`src/rtl/spi_pkg.sv`:
```
// Shared definitions for both ends of the SPI link: byte width, idle MISO level
// and the two-state frame FSM encoding.
package spi_pkg;

    localparam int   SPI_BYTE_W    = 8;
    localparam logic SPI_IDLE_MISO = 1'b1;

    typedef enum logic {
        IDLE,
        ACTIVE
    } spi_state_e;

endpackage

```
`src/rtl/spi_sync_edge.sv`:
```
// Multi-bit synchronizer for asynchronous pad inputs. Level, rise and fall
// outputs are all registered and aligned to the same clk cycle.
module spi_sync_edge #(
    parameter int               WIDTH       = 3,
    parameter int               SYNC_STAGES = 2,
    parameter logic [WIDTH-1:0] RESET_VAL   = '0
) (
    input  logic             clk,
    input  logic             reset,
    input  logic [WIDTH-1:0] i_async,
    output logic [WIDTH-1:0] o_level,
    output logic [WIDTH-1:0] o_rise,
    output logic [WIDTH-1:0] o_fall
);

    logic [WIDTH-1:0] r_chain [SYNC_STAGES];
    logic [WIDTH-1:0] r_level;
    logic [WIDTH-1:0] r_rise;
    logic [WIDTH-1:0] r_fall;

    // NOTE: every flop here uses <= so all stages sample the pre-edge values;
    // blocking assignments would collapse the chain into a single stage.
    always_ff @(posedge clk) begin
        if (reset) begin
            for (int i = 0; i < SYNC_STAGES; i++) begin
                r_chain[i] <= RESET_VAL;
            end
            r_level <= RESET_VAL;
            r_rise  <= '0;
            r_fall  <= '0;
        end else begin
            r_chain[0] <= i_async;
            for (int i = 1; i < SYNC_STAGES; i++) begin
                r_chain[i] <= r_chain[i-1];
            end
            r_level <= r_chain[SYNC_STAGES-1];
            r_rise  <= r_chain[SYNC_STAGES-1] & ~r_level;
            r_fall  <= ~r_chain[SYNC_STAGES-1] & r_level;
        end
    end

    assign o_level = r_level;
    assign o_rise  = r_rise;
    assign o_fall  = r_fall;

endmodule

```
`src/rtl/spi_peripheral.sv`:
```
// SPI mode-0 target: oversampled SCLK/MOSI/CS, MSB-first byte shifting, a one-deep
// ready/valid TX holding register and single-cycle RX/underrun/frame-error strobes.
module spi_peripheral import spi_pkg::*; #(
    parameter int                    SYNC_STAGES = 2,
    parameter logic [SPI_BYTE_W-1:0] DEFAULT_TX  = 8'hFF
) (
    input  logic                  clk,
    input  logic                  reset,
    input  logic                  spiClk,
    input  logic                  spiIn,
    input  logic                  spiCs_n,
    output logic                  spiOut,
    output logic                  spiOutEn,
    input  logic [SPI_BYTE_W-1:0] dataTx,
    input  logic                  txValid,
    output logic                  txReady,
    output logic [SPI_BYTE_W-1:0] dataRx,
    output logic                  rxValid,
    output logic                  txUnderrun,
    output logic                  frameError,
    output logic                  busy
);

    localparam int CNT_W = $clog2(SPI_BYTE_W);

    // Synchronizer bit order: {cs_n, mosi, sclk}; reset values cs_n=1, mosi=0, sclk=0.
    logic [2:0] w_level;
    logic [2:0] w_rise;
    logic [2:0] w_fall;

    spi_sync_edge #(
        .WIDTH      (3),
        .SYNC_STAGES(SYNC_STAGES),
        .RESET_VAL  (3'b100)
    ) u_sync (
        .clk    (clk),
        .reset  (reset),
        .i_async({spiCs_n, spiIn, spiClk}),
        .o_level(w_level),
        .o_rise (w_rise),
        .o_fall (w_fall)
    );

    logic w_sclk_rise;
    logic w_sclk_fall;
    logic w_mosi;
    logic w_cs_fall;
    logic w_cs_rise;
    logic w_unused;

    assign w_sclk_rise = w_rise[0];
    assign w_sclk_fall = w_fall[0];
    assign w_mosi      = w_level[1];
    assign w_cs_rise   = w_rise[2];
    assign w_cs_fall   = w_fall[2];
    assign w_unused    = &{1'b0, w_level[0], w_level[2], w_rise[1], w_fall[1]};

    spi_state_e            r_state,          w_state_nxt;
    logic [SPI_BYTE_W-1:0] r_tx_shift,       w_tx_shift_nxt;
    logic [SPI_BYTE_W-1:0] r_rx_shift,       w_rx_shift_nxt;
    logic [CNT_W-1:0]      r_bit_cnt,        w_bit_cnt_nxt;
    logic                  r_reload_pending, w_reload_pending_nxt;
    logic [SPI_BYTE_W-1:0] r_hold,           w_hold_nxt;
    logic                  r_hold_full,      w_hold_full_nxt;
    logic [SPI_BYTE_W-1:0] r_data_rx,        w_data_rx_nxt;
    logic                  r_rx_valid,       w_rx_valid_nxt;
    logic                  r_tx_underrun,    w_tx_underrun_nxt;
    logic                  r_frame_error,    w_frame_error_nxt;
    logic                  r_spi_out,        w_spi_out_nxt;
    logic                  r_spi_out_en,     w_spi_out_en_nxt;
    logic                  w_load;

    // NOTE: every signal written below gets a default first, so no path through
    // the case statement can leave one unassigned and infer a latch.
    always_comb begin
        w_state_nxt          = r_state;
        w_tx_shift_nxt       = r_tx_shift;
        w_rx_shift_nxt       = r_rx_shift;
        w_bit_cnt_nxt        = r_bit_cnt;
        w_reload_pending_nxt = r_reload_pending;
        w_hold_nxt           = r_hold;
        w_hold_full_nxt      = r_hold_full;
        w_data_rx_nxt        = r_data_rx;
        w_rx_valid_nxt       = 1'b0;
        w_tx_underrun_nxt    = 1'b0;
        w_frame_error_nxt    = 1'b0;
        w_load               = 1'b0;

        case (r_state)
            IDLE: begin
                if (w_cs_fall) begin
                    w_state_nxt   = ACTIVE;
                    w_bit_cnt_nxt = '0;
                    w_load        = 1'b1;
                end
            end
            ACTIVE: begin
                // CS release outranks any SCLK edge detected in the same cycle.
                if (w_cs_rise) begin
                    w_state_nxt          = IDLE;
                    w_frame_error_nxt    = (r_bit_cnt != '0);
                    w_bit_cnt_nxt        = '0;
                    w_rx_shift_nxt       = '0;
                    w_reload_pending_nxt = 1'b0;
                end else if (w_sclk_rise) begin
                    w_rx_shift_nxt = {r_rx_shift[SPI_BYTE_W-2:0], w_mosi};
                    w_bit_cnt_nxt  = r_bit_cnt + CNT_W'(1);
                    if (r_bit_cnt == CNT_W'(SPI_BYTE_W - 1)) begin
                        w_data_rx_nxt        = {r_rx_shift[SPI_BYTE_W-2:0], w_mosi};
                        w_rx_valid_nxt       = 1'b1;
                        w_reload_pending_nxt = 1'b1;
                    end
                end else if (w_sclk_fall) begin
                    if (r_reload_pending) begin
                        w_load               = 1'b1;
                        w_reload_pending_nxt = 1'b0;
                    end else begin
                        w_tx_shift_nxt = {r_tx_shift[SPI_BYTE_W-2:0], 1'b0};
                    end
                end
            end
            default: w_state_nxt = IDLE;
        endcase

        // A load cycle consumes txValid as a bypass, so the hold register never
        // captures the same byte that is being shifted out.
        if (w_load) begin
            if (r_hold_full) begin
                w_tx_shift_nxt  = r_hold;
                w_hold_full_nxt = 1'b0;
            end else if (txValid) begin
                w_tx_shift_nxt = dataTx;
            end else begin
                w_tx_shift_nxt    = DEFAULT_TX;
                w_tx_underrun_nxt = 1'b1;
            end
        end else if (txValid && !r_hold_full) begin
            w_hold_nxt      = dataTx;
            w_hold_full_nxt = 1'b1;
        end

        w_spi_out_en_nxt = (w_state_nxt == ACTIVE);
        w_spi_out_nxt    = w_spi_out_en_nxt ? w_tx_shift_nxt[SPI_BYTE_W-1] : SPI_IDLE_MISO;
    end

    always_ff @(posedge clk) begin
        if (reset) begin
            r_state          <= IDLE;
            r_tx_shift       <= '0;
            r_rx_shift       <= '0;
            r_bit_cnt        <= '0;
            r_reload_pending <= 1'b0;
            r_hold           <= '0;
            r_hold_full      <= 1'b0;
            r_data_rx        <= '0;
            r_rx_valid       <= 1'b0;
            r_tx_underrun    <= 1'b0;
            r_frame_error    <= 1'b0;
            r_spi_out        <= SPI_IDLE_MISO;
            r_spi_out_en     <= 1'b0;
        end else begin
            r_state          <= w_state_nxt;
            r_tx_shift       <= w_tx_shift_nxt;
            r_rx_shift       <= w_rx_shift_nxt;
            r_bit_cnt        <= w_bit_cnt_nxt;
            r_reload_pending <= w_reload_pending_nxt;
            r_hold           <= w_hold_nxt;
            r_hold_full      <= w_hold_full_nxt;
            r_data_rx        <= w_data_rx_nxt;
            r_rx_valid       <= w_rx_valid_nxt;
            r_tx_underrun    <= w_tx_underrun_nxt;
            r_frame_error    <= w_frame_error_nxt;
            r_spi_out        <= w_spi_out_nxt;
            r_spi_out_en     <= w_spi_out_en_nxt;
        end
    end

    assign spiOut     = r_spi_out;
    assign spiOutEn   = r_spi_out_en;
    assign txReady    = ~r_hold_full;
    assign dataRx     = r_data_rx;
    assign rxValid    = r_rx_valid;
    assign txUnderrun = r_tx_underrun;
    assign frameError = r_frame_error;
    assign busy       = (r_state == ACTIVE);

endmodule
```
`config.mk`:
```
export PLATFORM = sky130hd
export DESIGN_NAME = spi_peripheral
export DESIGN_NICKNAME = d
export VERILOG_FILES = /design/src/rtl/spi_pkg.sv /design/src/rtl/spi_sync_edge.sv /design/src/rtl/spi_peripheral.sv
export SDC_FILE = /design/constraint.sdc
export NUM_CORES = 1
export LEC_CHECK = 0
export ABC_CLOCK_PERIOD_IN_PS = 1800
export BUFFER_PORTS_ARGS = -buffer_cell sky130_fd_sc_hd__buf_4
export CORE_AREA = 2 2 80 75
export CTS_BUF_LIST = sky130_fd_sc_hd__clkbuf_4
export CTS_CLUSTER_DIAMETER = 50
export CTS_CLUSTER_SIZE = 10
export DETAILED_ROUTE_END_ITERATION = 8
export DIE_AREA = 0 0 82 77
export PLACE_DENSITY = 0.69
export SLEW_MARGIN = 20
export SYNTH_ARGS = -nofsm -noshare
export SYNTH_HDL_FRONTEND = slang
export SYNTH_HIERARCHICAL = 1
export SYNTH_SLANG_ARGS = --single-unit
```
`constraint.sdc`:
```
create_clock -name clk -period 1.8 [get_ports clk]
set_input_delay 0.36 -clock clk [delete_from_list [all_inputs] [get_ports clk]]
set_output_delay 0.36 -clock clk [all_outputs]
set_load 0.01 [all_outputs]
```
After elaboration in Yosys (flattened, before gate mapping)
Memory sizes are Yosys's and may differ from the RTL's. Cells that the tools add are included.

Memories: 1. Output and inout port bits: 15. Bits in registers: 50. Logic and storage cells: 88. Memory bits (writable): 6. Input bits: 14.

Add/sub/neg operators: 1. Reductions and logical operators: 18. Eq/ne operators: 7. Mux-type cells: 33. Bitwise gates (word level): 12.

Memory list: u_sync.r_chain (depth 2, width 3, rd ports 2, clocked after memory_dff 0, wr ports 2, line spi_sync_edge.sv:16) `logic [WIDTH-1:0] r_chain [SYNC_STAGES];`.

Operators by type and width (number): two-way mux 8 bit (8); two-way mux 1 bit (15); two-way mux 3 bit (5); two-way mux 7 bit (2); bitwise AND 3 bit (2); NOT 1 bit (6); NOT 3 bit (2); case mux 3 bit (2 select lines) (1); AND reduction 2 bit (3); nonzero test 2 bit (3); nonzero test 3 bit (2); OR reduction 3 bit (2); AND reduction 5 bit (1); inequality test 2 x 1 -> 1 bit (second input constant) (2); inequality test 2 bit (second input constant) (2); case mux 1 bit (2 select lines) (2); AND reduction 4 bit (1); OR reduction 2 bit (2); OR reduction 4 bit (1); adder 3 x 1 -> 3 bit (second input constant) (1); equality test 3 bit (second input constant) (1); inequality test 3 x 1 -> 1 bit (second input constant) (1); inequality test 3 x 2 -> 1 bit (second input constant) (1); AND reduction 3 bit (1); other kinds (3) (4).

Depth between registers and ports, before layout
Gate-level depths: netlist of run 1.

Depth in word-level cells: 7. Depth in mapped cells: 7. Depth with buffers taken out: 6.

Cells and area by module
Netlist of run 1, hierarchy kept.

By module, submodules not included: spi_peripheral (area each 1701.6 um^2, cells an instance 195, instances 1, sequential area each 820.8 um^2); spi_sync_edge (area each 419.2 um^2, cells an instance 31, instances 1, sequential area each 300.3 um^2).

Least setup slack after synthesis of run 1
OpenSTA, ideal clock, no wires.

Kind: register to register. From: register spiOutEn (netlist name). To: register r_hold[0]. Data arrival time: 1.724 ns. Stages on the path, launching flop included: 7. Period minus slack after synthesis: 1.852 ns. Data required time: 1.672 ns. Library setup time: 0.128 ns. Setup slack: -0.052 ns. Buffers on the path: 2. Cells stage by stage: dfxtp_1 -> buf_2 -> nor4bb_1 -> buf_2 -> a2111oi_4 -> mux2i_1 -> nor2_1.

RTL lines: to (signal assigned) (line spi_peripheral.sv:167) `r_hold <= w_hold_nxt;`; to (decl) (line spi_peripheral.sv:63) `logic [SPI_BYTE_W-1:0] r_hold, w_hold_nxt;`.

Worst setup path after layout of run 1
From: register r_hold_full. To: output port txReady.

Longest elaborated chain between the ends: 1.

RTL lines: from (decl) (line spi_peripheral.sv:64) `logic r_hold_full, w_hold_full_nxt;`; from (signal assigned) (line spi_peripheral.sv:168) `r_hold_full <= w_hold_full_nxt;`; NOT 1 bit (line spi_peripheral.sv:180) `assign txReady = ~r_hold_full;`; to (decl) (line spi_peripheral.sv:16) `output logic txReady,`.

No other way between the ends.

==> flow_metrics.env, run 1 <==
export IMPL_maxCapViolations=0
export IMPL_rr_worst_depth=5
export IMPL_h_tree_depth=2
export IMPL_grt_pass1_wl_microns=6730
export IMPL_drtIter0Drc=104
export IMPL_viasPerCell=4.92
export IMPL_diodes=0
export IMPL_drc=0
export IMPL_p_leak_nw=0.917
export IMPL_worstPathArrival_ns=1.30
export IMPL_ys_warn_count=6
export IMPL_nFillCells=545
export IMPL_seqPwrFrac_pct=64.9
export IMPL_timing_final_setup_violations=0
export IMPL_finalWirelength_microns=3940
export IMPL_hp_class="in2reg"
export IMPL_wl_per_cell_microns=12.1
export IMPL_period_share_pct=92.5
export IMPL_clock_sinks=54
export IMPL_core_area_sq_um=5470
export IMPL_timing_rr_end="r_tx_shift[4]"
export IMPL_start_util_pct=37.8
export IMPL_hpwlAfterDp_microns=2730
export IMPL_crit_fanout=12
export IMPL_die_y_microns=77
export IMPL_crit_type="reg2out"
export IMPL_hold_viol=0
export IMPL_drive_gt1_share_pct=20.4
export IMPL_cts_made_buffers=5
export IMPL_rows=26
export IMPL_firstDrtPassIters=4
export IMPL_cts_setup_buffers=0
export IMPL_power_frac_comb_pct=8.6
export IMPL_fmax_mhz=601
export IMPL_routabilityCongestion=0.761
export IMPL_crit_reg2reg_launch="spiOutEn"
export IMPL_p_int_mw=1.46
export IMPL_fin_nets=271
export IMPL_holdPathStages=2
export IMPL_root_buffer="clkbuf_4"
export IMPL_r2r_slack_ns=0.21
export IMPL_whs_endpoint="u_sync/r_chain[0][2]"
export IMPL_clk_pin_slew_ns=0.14
export IMPL_cp_start_kind="register"
export IMPL_status="finished clean"
export IMPL_syn_inst=222
export IMPL_rsz0062_at_grt="false"
export IMPL_powerDensity_nw_per_um2=790
export IMPL_slew_headroom_pct=66.3
export IMPL_die_area_sq_um=6310
export IMPL_finalMaxSlewViolations=0
export IMPL_end_kind="primary output"
export IMPL_syn_to_final_growth_pct=18.2
export IMPL_swShare_pct=24.5
export IMPL_cts_tree="yes"
export IMPL_ant_nets=0
export IMPL_post_place_ws_ns=0.0897
export IMPL_syn_area_sq_um=2070
export IMPL_grt_max_degree=54
export IMPL_netSwitchingPower_mw=0.472
export IMPL_clk_latency_ns=0.36
export IMPL_grt_antenna_before_repair=0
export IMPL_pwr_share_clk_pct=26.5
export IMPL_min_delay_start="spiCs_n"
export IMPL_postSynthAreaPerCell_sq_um=9.31
export IMPL_synthesis_nets=239
export IMPL_gr_usage_all_layers_pct=13.4
export IMPL_vias=1598
export IMPL_fin_ws_ns=0.135
export IMPL_grt_pass1_vias=1465
export IMPL_die_w_microns=82
export IMPL_required_ns=1.44
export IMPL_numPortBuffers=28
export IMPL_worst_pin_slew_ns=0.506
export IMPL_clock_skew_ns=0.00571
export IMPL_period_needed_ns=1.66
export IMPL_peakVddDrop_uv=355
export IMPL_fin_area_sq_um=2440
export IMPL_ios=29
export IMPL_place_area_sq_um=2380
export IMPL_clockBufferDepth=2
export IMPL_overflow=0
export IMPL_setup_tns_ns=0
-- stage by stage --
| step | hold WS (ns) | power [mW] | instances | utilization (%) |
|---|---|---|---|---|
| floorplan | 0.383 | 1.38 | 222 | - |
| global placement | 0.393 | 1.44 | 317 | 43.5 |
| detailed placement | 0.392 | 1.44 | 317 | 43.5 |
| CTS | 0.142 | 1.96 | 325 | 44.5 |
| global route | 0.153 | 2.02 | 325 | 44.7 |
| finish | 0.164 | 1.93 | 325 | 44.7 |
-- cell usage in the layout, fill, tap and decap left out, types with 4 or more instances in the layout --
cell type  count
buf_4         39
inv_1          4
a21oi_1       16
mux2i_1        8
or3_1          6
dfxtp_1       53
a22oi_1        7
clkbuf_4       5
a311oi_1       6
o221ai_1       6
nand2_1       29
nor2_1        29
nor3b_1        5
and2b_1        5
-- power by group through the flow --
stage | Sequential (mW) | Combinational [mW] | Clock, mW
floorplan | 1.27 | 0.109 | 0
global placement | 1.28 | 0.163 | 0
detailed placement | 1.28 | 0.165 | 0
CTS | 1.25 | 0.165 | 0.542
global route | 1.26 | 0.184 | 0.583
finish | 1.25 | 0.165 | 0.512
-- what timing repair did --
action | 4_1_cts | 5_1_grt
hold buffers | 0 | 0
resized for setup | 1 | 3
setup endpoints to repair | 1 | 8
pin swaps | 0 | 0
-- worst max-delay path: stages (launching register included) --
cell        delay (ns)
dfxtp_2           0.51
clkinvlp_4        0.24
buf_4             0.19
-- worst max path at each step --
stage / cells past startpoint / slack [ns] / endpoint / startpoint
2_1_floorplan: 6 / 0.001 / r_hold[0] / spiOutEn
3_3_place_gp: 5 / 0.19 / r_tx_shift[2] / spiOutEn
3_5_place_dp: 5 / 0.09 / r_tx_shift[6] / spiOutEn
4_1_cts: 5 / 0.06 / r_tx_shift[4] / spiOutEn
5_1_grt: 2 / 0.03 / txReady / r_hold_full
6_report: 2 / 0.14 / txReady / r_hold_full
-- sequential cells by signal (all words and copies together), names as in the netlist, 2 cells and up --
signal / cells
dataRx: 8
r_bit_cnt: 3
r_hold: 8
r_rx_shift: 7
r_tx_shift: 8
u_sync/o_fall: 2
u_sync/o_level: 3
u_sync/o_rise: 2
u_sync/r_chain: 6
-- layer usage --
metal | up-vias | global-route usage [%] | part of all wire (%)
li1 | 830 | - | -
met1 | 742 | 19.1 | 50
met2 | 24 | 19.7 | 45
met3 | 2 | 3.65 | 3.7
met4 | 0 | 4.00 | 0.69
met5 | - | 0 | 0
-- final cells by class --
class                      instances  area, sq um  share of cell area [%]
timing repair buffer              39          293                    12.0
tap                               70         87.6                    3.59
clock inverter                     3         16.3                   0.666
multi-input combinational        149          903                    37.0
sequential                        54         1080                    44.3
clock buffer                       5         37.5                    1.54
inverter                           5         22.5                   0.922
Note: power is estimated with default switching activity, not from simulation.
==> run 2, diff against run 1 <==
- ABC_AREA: unset -> 1
- CORE_AREA: 2 2 80 75 -> 2 2 84 78
- DIE_AREA: 0 0 82 77 -> 0 0 86 80
- PLACE_DENSITY: 0.69 -> 0.68
==> run 2 against run 1 <==
Global-route usage about the same. Non-clock buffer count down 9. Synthesized area up 9.1%. Combinational power about the same. Sequential share of layout area down 2.5 points. Register-to-register slack better by 0.19 ns. Hold slack worse by 0.026 ns. Largest cell class unchanged.
==> flow_metrics.env, run 2 <==
export IMPL_status="finished clean"
export IMPL_period_needed_ns=1.66
export IMPL_worst_pin_slew_ns=0.377
export IMPL_maxCapViolations=0
export IMPL_vias=1761
export IMPL_syn_to_final_growth_pct=14.6
export IMPL_ant_nets=0
export IMPL_post_place_ws_ns=0.401
export IMPL_timing_final_setup_violations=0
export IMPL_clock_sinks=54
export IMPL_root_buffer="clkbuf_4"
export IMPL_rr_worst_depth=6
export IMPL_crit_fanout=8
export IMPL_wl_per_cell_microns=11.1
export IMPL_seqPwrFrac_pct=62.3
export IMPL_setup_tns_ns=0
export IMPL_die_w_microns=86
export IMPL_slew_headroom_pct=74.2
export IMPL_gr_usage_all_layers_pct=13.4
export IMPL_core_area_sq_um=5980
export IMPL_p_int_mw=1.47
export IMPL_p_leak_nw=1.22
export IMPL_drive_gt1_share_pct=19.1
export IMPL_postSynthAreaPerCell_sq_um=7.97
export IMPL_pwr_share_clk_pct=29.4
export IMPL_final_util_pct=43.2
export IMPL_die_area_sq_um=6880
export IMPL_final_cell_mix="54 x dfxtp_1, 48 x inv_1, 43 x nand2_1, 30 x buf_4, 28 x nor2_1"
export IMPL_rows=27
export IMPL_overflow=0
export IMPL_start_util_pct=37.7
export IMPL_fin_nets=330
export IMPL_peakVddDrop_uv=335
export IMPL_grt_pass1_vias=1596
export IMPL_swShare_pct=27.1
export IMPL_routabilityCongestion=0.786
export IMPL_hold_viol=0
export IMPL_syn_area_sq_um=2250
export IMPL_hold_buffers=0
export IMPL_post_layout_nonfiller_instances=386
export IMPL_cts_tree="yes"
export IMPL_end_kind="primary output"
export IMPL_cp_start_kind="register"
export IMPL_finalMaxSlewViolations=0
export IMPL_post_cts_resize_count=0
export IMPL_syn_inst=283
export IMPL_synthesis_nets=300
export IMPL_worstPathArrival_ns=1.30
export IMPL_power_mw=2.02
export IMPL_clk_latency_ns=0.41
export IMPL_hp_class="in2reg"
export IMPL_holdPathStages=2
export IMPL_die_y_microns=80
export IMPL_fmax_mhz=602
export IMPL_rsz0062_at_grt="false"
export IMPL_clockBufferDepth=2
export IMPL_required_ns=1.44
export IMPL_cts_made_buffers=5
export IMPL_clock_skew_ns=0.0336
export IMPL_firstDrtPassIters=4
export IMPL_ios=29
export IMPL_power_frac_comb_pct=8.2
export IMPL_grt_pass1_wl_microns=7280
export IMPL_crit_type="reg2out"
export IMPL_drtIter0Drc=101
export IMPL_drc=0
export IMPL_dp_cells=378
export IMPL_clk_pin_slew_ns=0.17
export IMPL_grt_max_degree=28
export IMPL_finalWirelength_microns=4270
export IMPL_powerDensity_nw_per_um2=781
export IMPL_cts_setup_buffers=0
export IMPL_netSwitchingPower_mw=0.546
export IMPL_layout_commonest_cell="dfxtp_1"
export IMPL_viasPerCell=4.56
export IMPL_h_tree_depth=2
export IMPL_diodes=0
export IMPL_ys_warn_count=6
export IMPL_hpwlAfterDp_microns=3090
export IMPL_period_share_pct=92.4
export IMPL_numPortBuffers=28
export IMPL_fin_ws_ns=0.138
export IMPL_grt_antenna_before_repair=0
[run 2: routing by layer]
layer	up-vias	GRT usage, %	part of all wire, %
li1	954	-	-
met1	767	18.2	51
met2	33	20.1	44
met3	7	3.21	3.9
met4	0	5.71	1.8
met5	-	0	0
[run 2: path summary, 6_finish.rpt]
check | slack, ns | from | endpoint
max | 0.14 | spiOutEn | spiOutEn
min | 0.14 | spiCs_n | u_sync/r_chain[0][2]
max reg2reg | 0.40 | spiOutEn | r_tx_shift[5]
min reg2reg | 0.41 | u_sync/r_chain[0][1] | u_sync/r_chain[0][4]
[run 2: critical path, stage by stage, from the launching register on]
cell,delay (ns)
dfxtp_1,0.54
buf_4,0.23
buf_4,0.13
[run 2: per-stage QoR]
step / hold slack, ns / instance area, sq um
4_1_cts: 0.127 / 2580
6_report: 0.138 / 2580
3_3_place_gp: 0.389 / 2520
5_1_grt: 0.131 / 2580
2_1_floorplan: 0.383 / 2250
3_5_place_dp: 0.393 / 2520
[run 2: power by group through the flow]
| stage | Combinational, mW | Clock (mW) | Sequential, mW |
|---|---|---|---|
| global route | 0.189 | 0.659 | 1.26 |
| CTS | 0.168 | 0.616 | 1.26 |
| floorplan | 0.117 | 0 | 1.28 |
| finish | 0.166 | 0.594 | 1.26 |
| global placement | 0.164 | 0 | 1.28 |
| detailed placement | 0.167 | 0 | 1.28 |
[run 2: final cells by class]
class / count / area [sq um]
well taps: 72 / 90.1
flip-flops and latches: 54 / 1080
inverters: 55 / 221
repair buffers: 30 / 225
multi-input cells: 167 / 900
fillers: 634 / 3400
clock buffers: 5 / 37.5
clock inverters: 3 / 28.8
==> run 3, diff against run 2 <==
- MAX_ROUTING_LAYER: unset -> met4
==> run 3 against run 2 <==
Global-route usage increased by 0.38 points. Utilization unchanged. Maximum frequency grew 0.37%. Die area unchanged. Final area unchanged. Power barely moved. Non-clock buffer count unchanged. Wire length down 0.94%. Sequential share of layout area unchanged. Critical path depth unchanged. Register-to-register slack hardly changed. Clock skew about the same.
==> flow_metrics.env, run 3 (synthesis gave the netlist of run 2 again) <==
export IMPL_core_area_sq_um=5980
export IMPL_die_area_sq_um=6880
export IMPL_finalWirelength_microns=4230
export IMPL_cts_tree="yes"
export IMPL_crit_type="reg2out"
export IMPL_hold_slack_ns=0.137
export IMPL_drtIter0Drc=106
export IMPL_vias=1754
export IMPL_hp_class="in2reg"
export IMPL_crit_top_cell="buf_4"
export IMPL_drc=0
export IMPL_rr_worst_depth=6
export IMPL_numPortBuffers=28
export IMPL_whs_endpoint="u_sync/r_chain[0][2]"
export IMPL_r2r_slack_ns=0.41
export IMPL_power_frac_comb_pct=8.2
export IMPL_ant_nets=0
export IMPL_cts_made_buffers=5
export IMPL_grt_pass1_wl_microns=7300
export IMPL_layout_commonest_cell="dfxtp_1"
export IMPL_rows=27
export IMPL_overflow=0
export IMPL_p_leak_nw=1.22
export IMPL_clock_sinks=54
export IMPL_swShare_pct=27.0
export IMPL_pwr_share_clk_pct=29.4
export IMPL_firstDrtPassIters=4
export IMPL_worst_pin_slew_ns=0.377
export IMPL_hold_buffers=0
export IMPL_die_y_microns=80
export IMPL_powerDensity_nw_per_um2=780
export IMPL_slew_headroom_pct=74.2
export IMPL_maxCapViolations=0
export IMPL_path_cells="buf_4, buf_4"
export IMPL_timing_final_setup_violations=0
export IMPL_peakVddDrop_uv=334
export IMPL_min_delay_start="spiCs_n"
export IMPL_root_buffer="clkbuf_4"
export IMPL_gr_usage_all_layers_pct=13.7
export IMPL_grt_max_degree=28
export IMPL_netSwitchingPower_mw=0.544
export IMPL_p_int_mw=1.47
export IMPL_worstPathArrival_ns=1.30
export IMPL_h_tree_depth=2
export IMPL_wl_per_cell_microns=11.0
export IMPL_crit_reg2reg_launch="spiOutEn"
export IMPL_clk_pin_slew_ns=0.17
export IMPL_status="finished clean"
export IMPL_holdPathStages=2
export IMPL_fmax_mhz=604
export IMPL_cp_start_kind="register"
export IMPL_critPathSlowestCell="dfxtp_1"
export IMPL_diodes=0
export IMPL_viasPerCell=4.54
export IMPL_routabilityCongestion=0.797
export IMPL_hpwlAfterDp_microns=3090
export IMPL_final_cell_mix="54 x dfxtp_1, 48 x inv_1, 43 x nand2_1, 30 x buf_4, 28 x nor2_1"
export IMPL_rsz0062_at_grt="false"
export IMPL_post_cts_resize_count=0
export IMPL_end_kind="primary output"
export IMPL_hold_viol=0
export IMPL_seqPwrFrac_pct=62.4
export IMPL_syn_to_final_growth_pct=14.6
export IMPL_finalMaxSlewViolations=0
export IMPL_period_needed_ns=1.66
export IMPL_power_mw=2.02
export IMPL_grt_antenna_before_repair=0
export IMPL_ios=29
export IMPL_setup_tns_ns=0
export IMPL_grt_pass1_vias=1590
export IMPL_die_w_microns=86
export IMPL_cpPeakStageDelay_ns=0.54
export IMPL_start_util_pct=37.7
export IMPL_clockBufferDepth=2
export IMPL_timing_rr_end="r_tx_shift[4]"
export IMPL_crit_fanout=8
export IMPL_drive_gt1_share_pct=19.1
export IMPL_cts_setup_buffers=0
export IMPL_period_share_pct=92.0
export IMPL_required_ns=1.44
export IMPL_clock_skew_ns=0.0332
export IMPL_fin_nets=330
export IMPL_clk_latency_ns=0.41
run 3: cell type report:
| type | instances | area (sq um) |
|---|---|---|
| tap | 72 | 90.1 |
| timing repair buffer | 30 | 225 |
| sequential | 54 | 1080 |
| clock buffer | 5 | 37.5 |
| fill | 634 | 3400 |
| inverter | 55 | 221 |
| multi-input combinational | 167 | 900 |
| clock inverter | 3 | 28.8 |
run 3: worst max path at each step:
| stage | endpoint | start | cells past startpoint | slack, ns |
|---|---|---|---|---|
| floorplan | dataRx[7] | spiOutEn | 8 | 0.51 |
| global placement | dataRx[2] | spiOutEn | 7 | 0.43 |
| detailed placement | dataRx[6] | spiOutEn | 7 | 0.40 |
| CTS | spiOutEn | spiOutEn | 2 | 0.13 |
| global route | busy | spiOutEn | 2 | 0.07 |
| finish | spiOutEn | spiOutEn | 2 | 0.14 |
run 3: layer usage:
metal  routed length [microns]  track usage [%]  vias to the layer above
met4                        75             5.71                        0
met1                      2100             18.2                      760
met2                      1880             20.1                       35
li1                          -                -                      952
met3                       173             3.21                        7
met5                         0                -                        -
run 3: critical path: cells and delay by family (launching register included):
kind	cells	cell delay (ns)
buf+inv	2	0.36
flops	1	0.54
run 3: per-stage QoR:
stage | utilization (%) | instances | setup slack [ns] | instance area, sq um
floorplan | - | 283 | 0.512 | 2250
finish | 43.2 | 386 | 0.144 | 2580
global route | 43.2 | 386 | 0.0678 | 2580
CTS | 43.2 | 386 | 0.127 | 2580
global placement | 42.1 | 378 | 0.427 | 2520
detailed placement | 42.1 | 378 | 0.401 | 2520
run 3: power groups by stage:
| stage | logic [mW] | clock network (mW) | registers [mW] |
|---|---|---|---|
| finish | 0.166 | 0.593 | 1.26 |
| global route | 0.189 | 0.658 | 1.26 |
| CTS | 0.168 | 0.616 | 1.26 |
| detailed placement | 0.167 | 0 | 1.28 |
| global placement | 0.164 | 0 | 1.28 |
| floorplan | 0.117 | 0 | 1.28 |
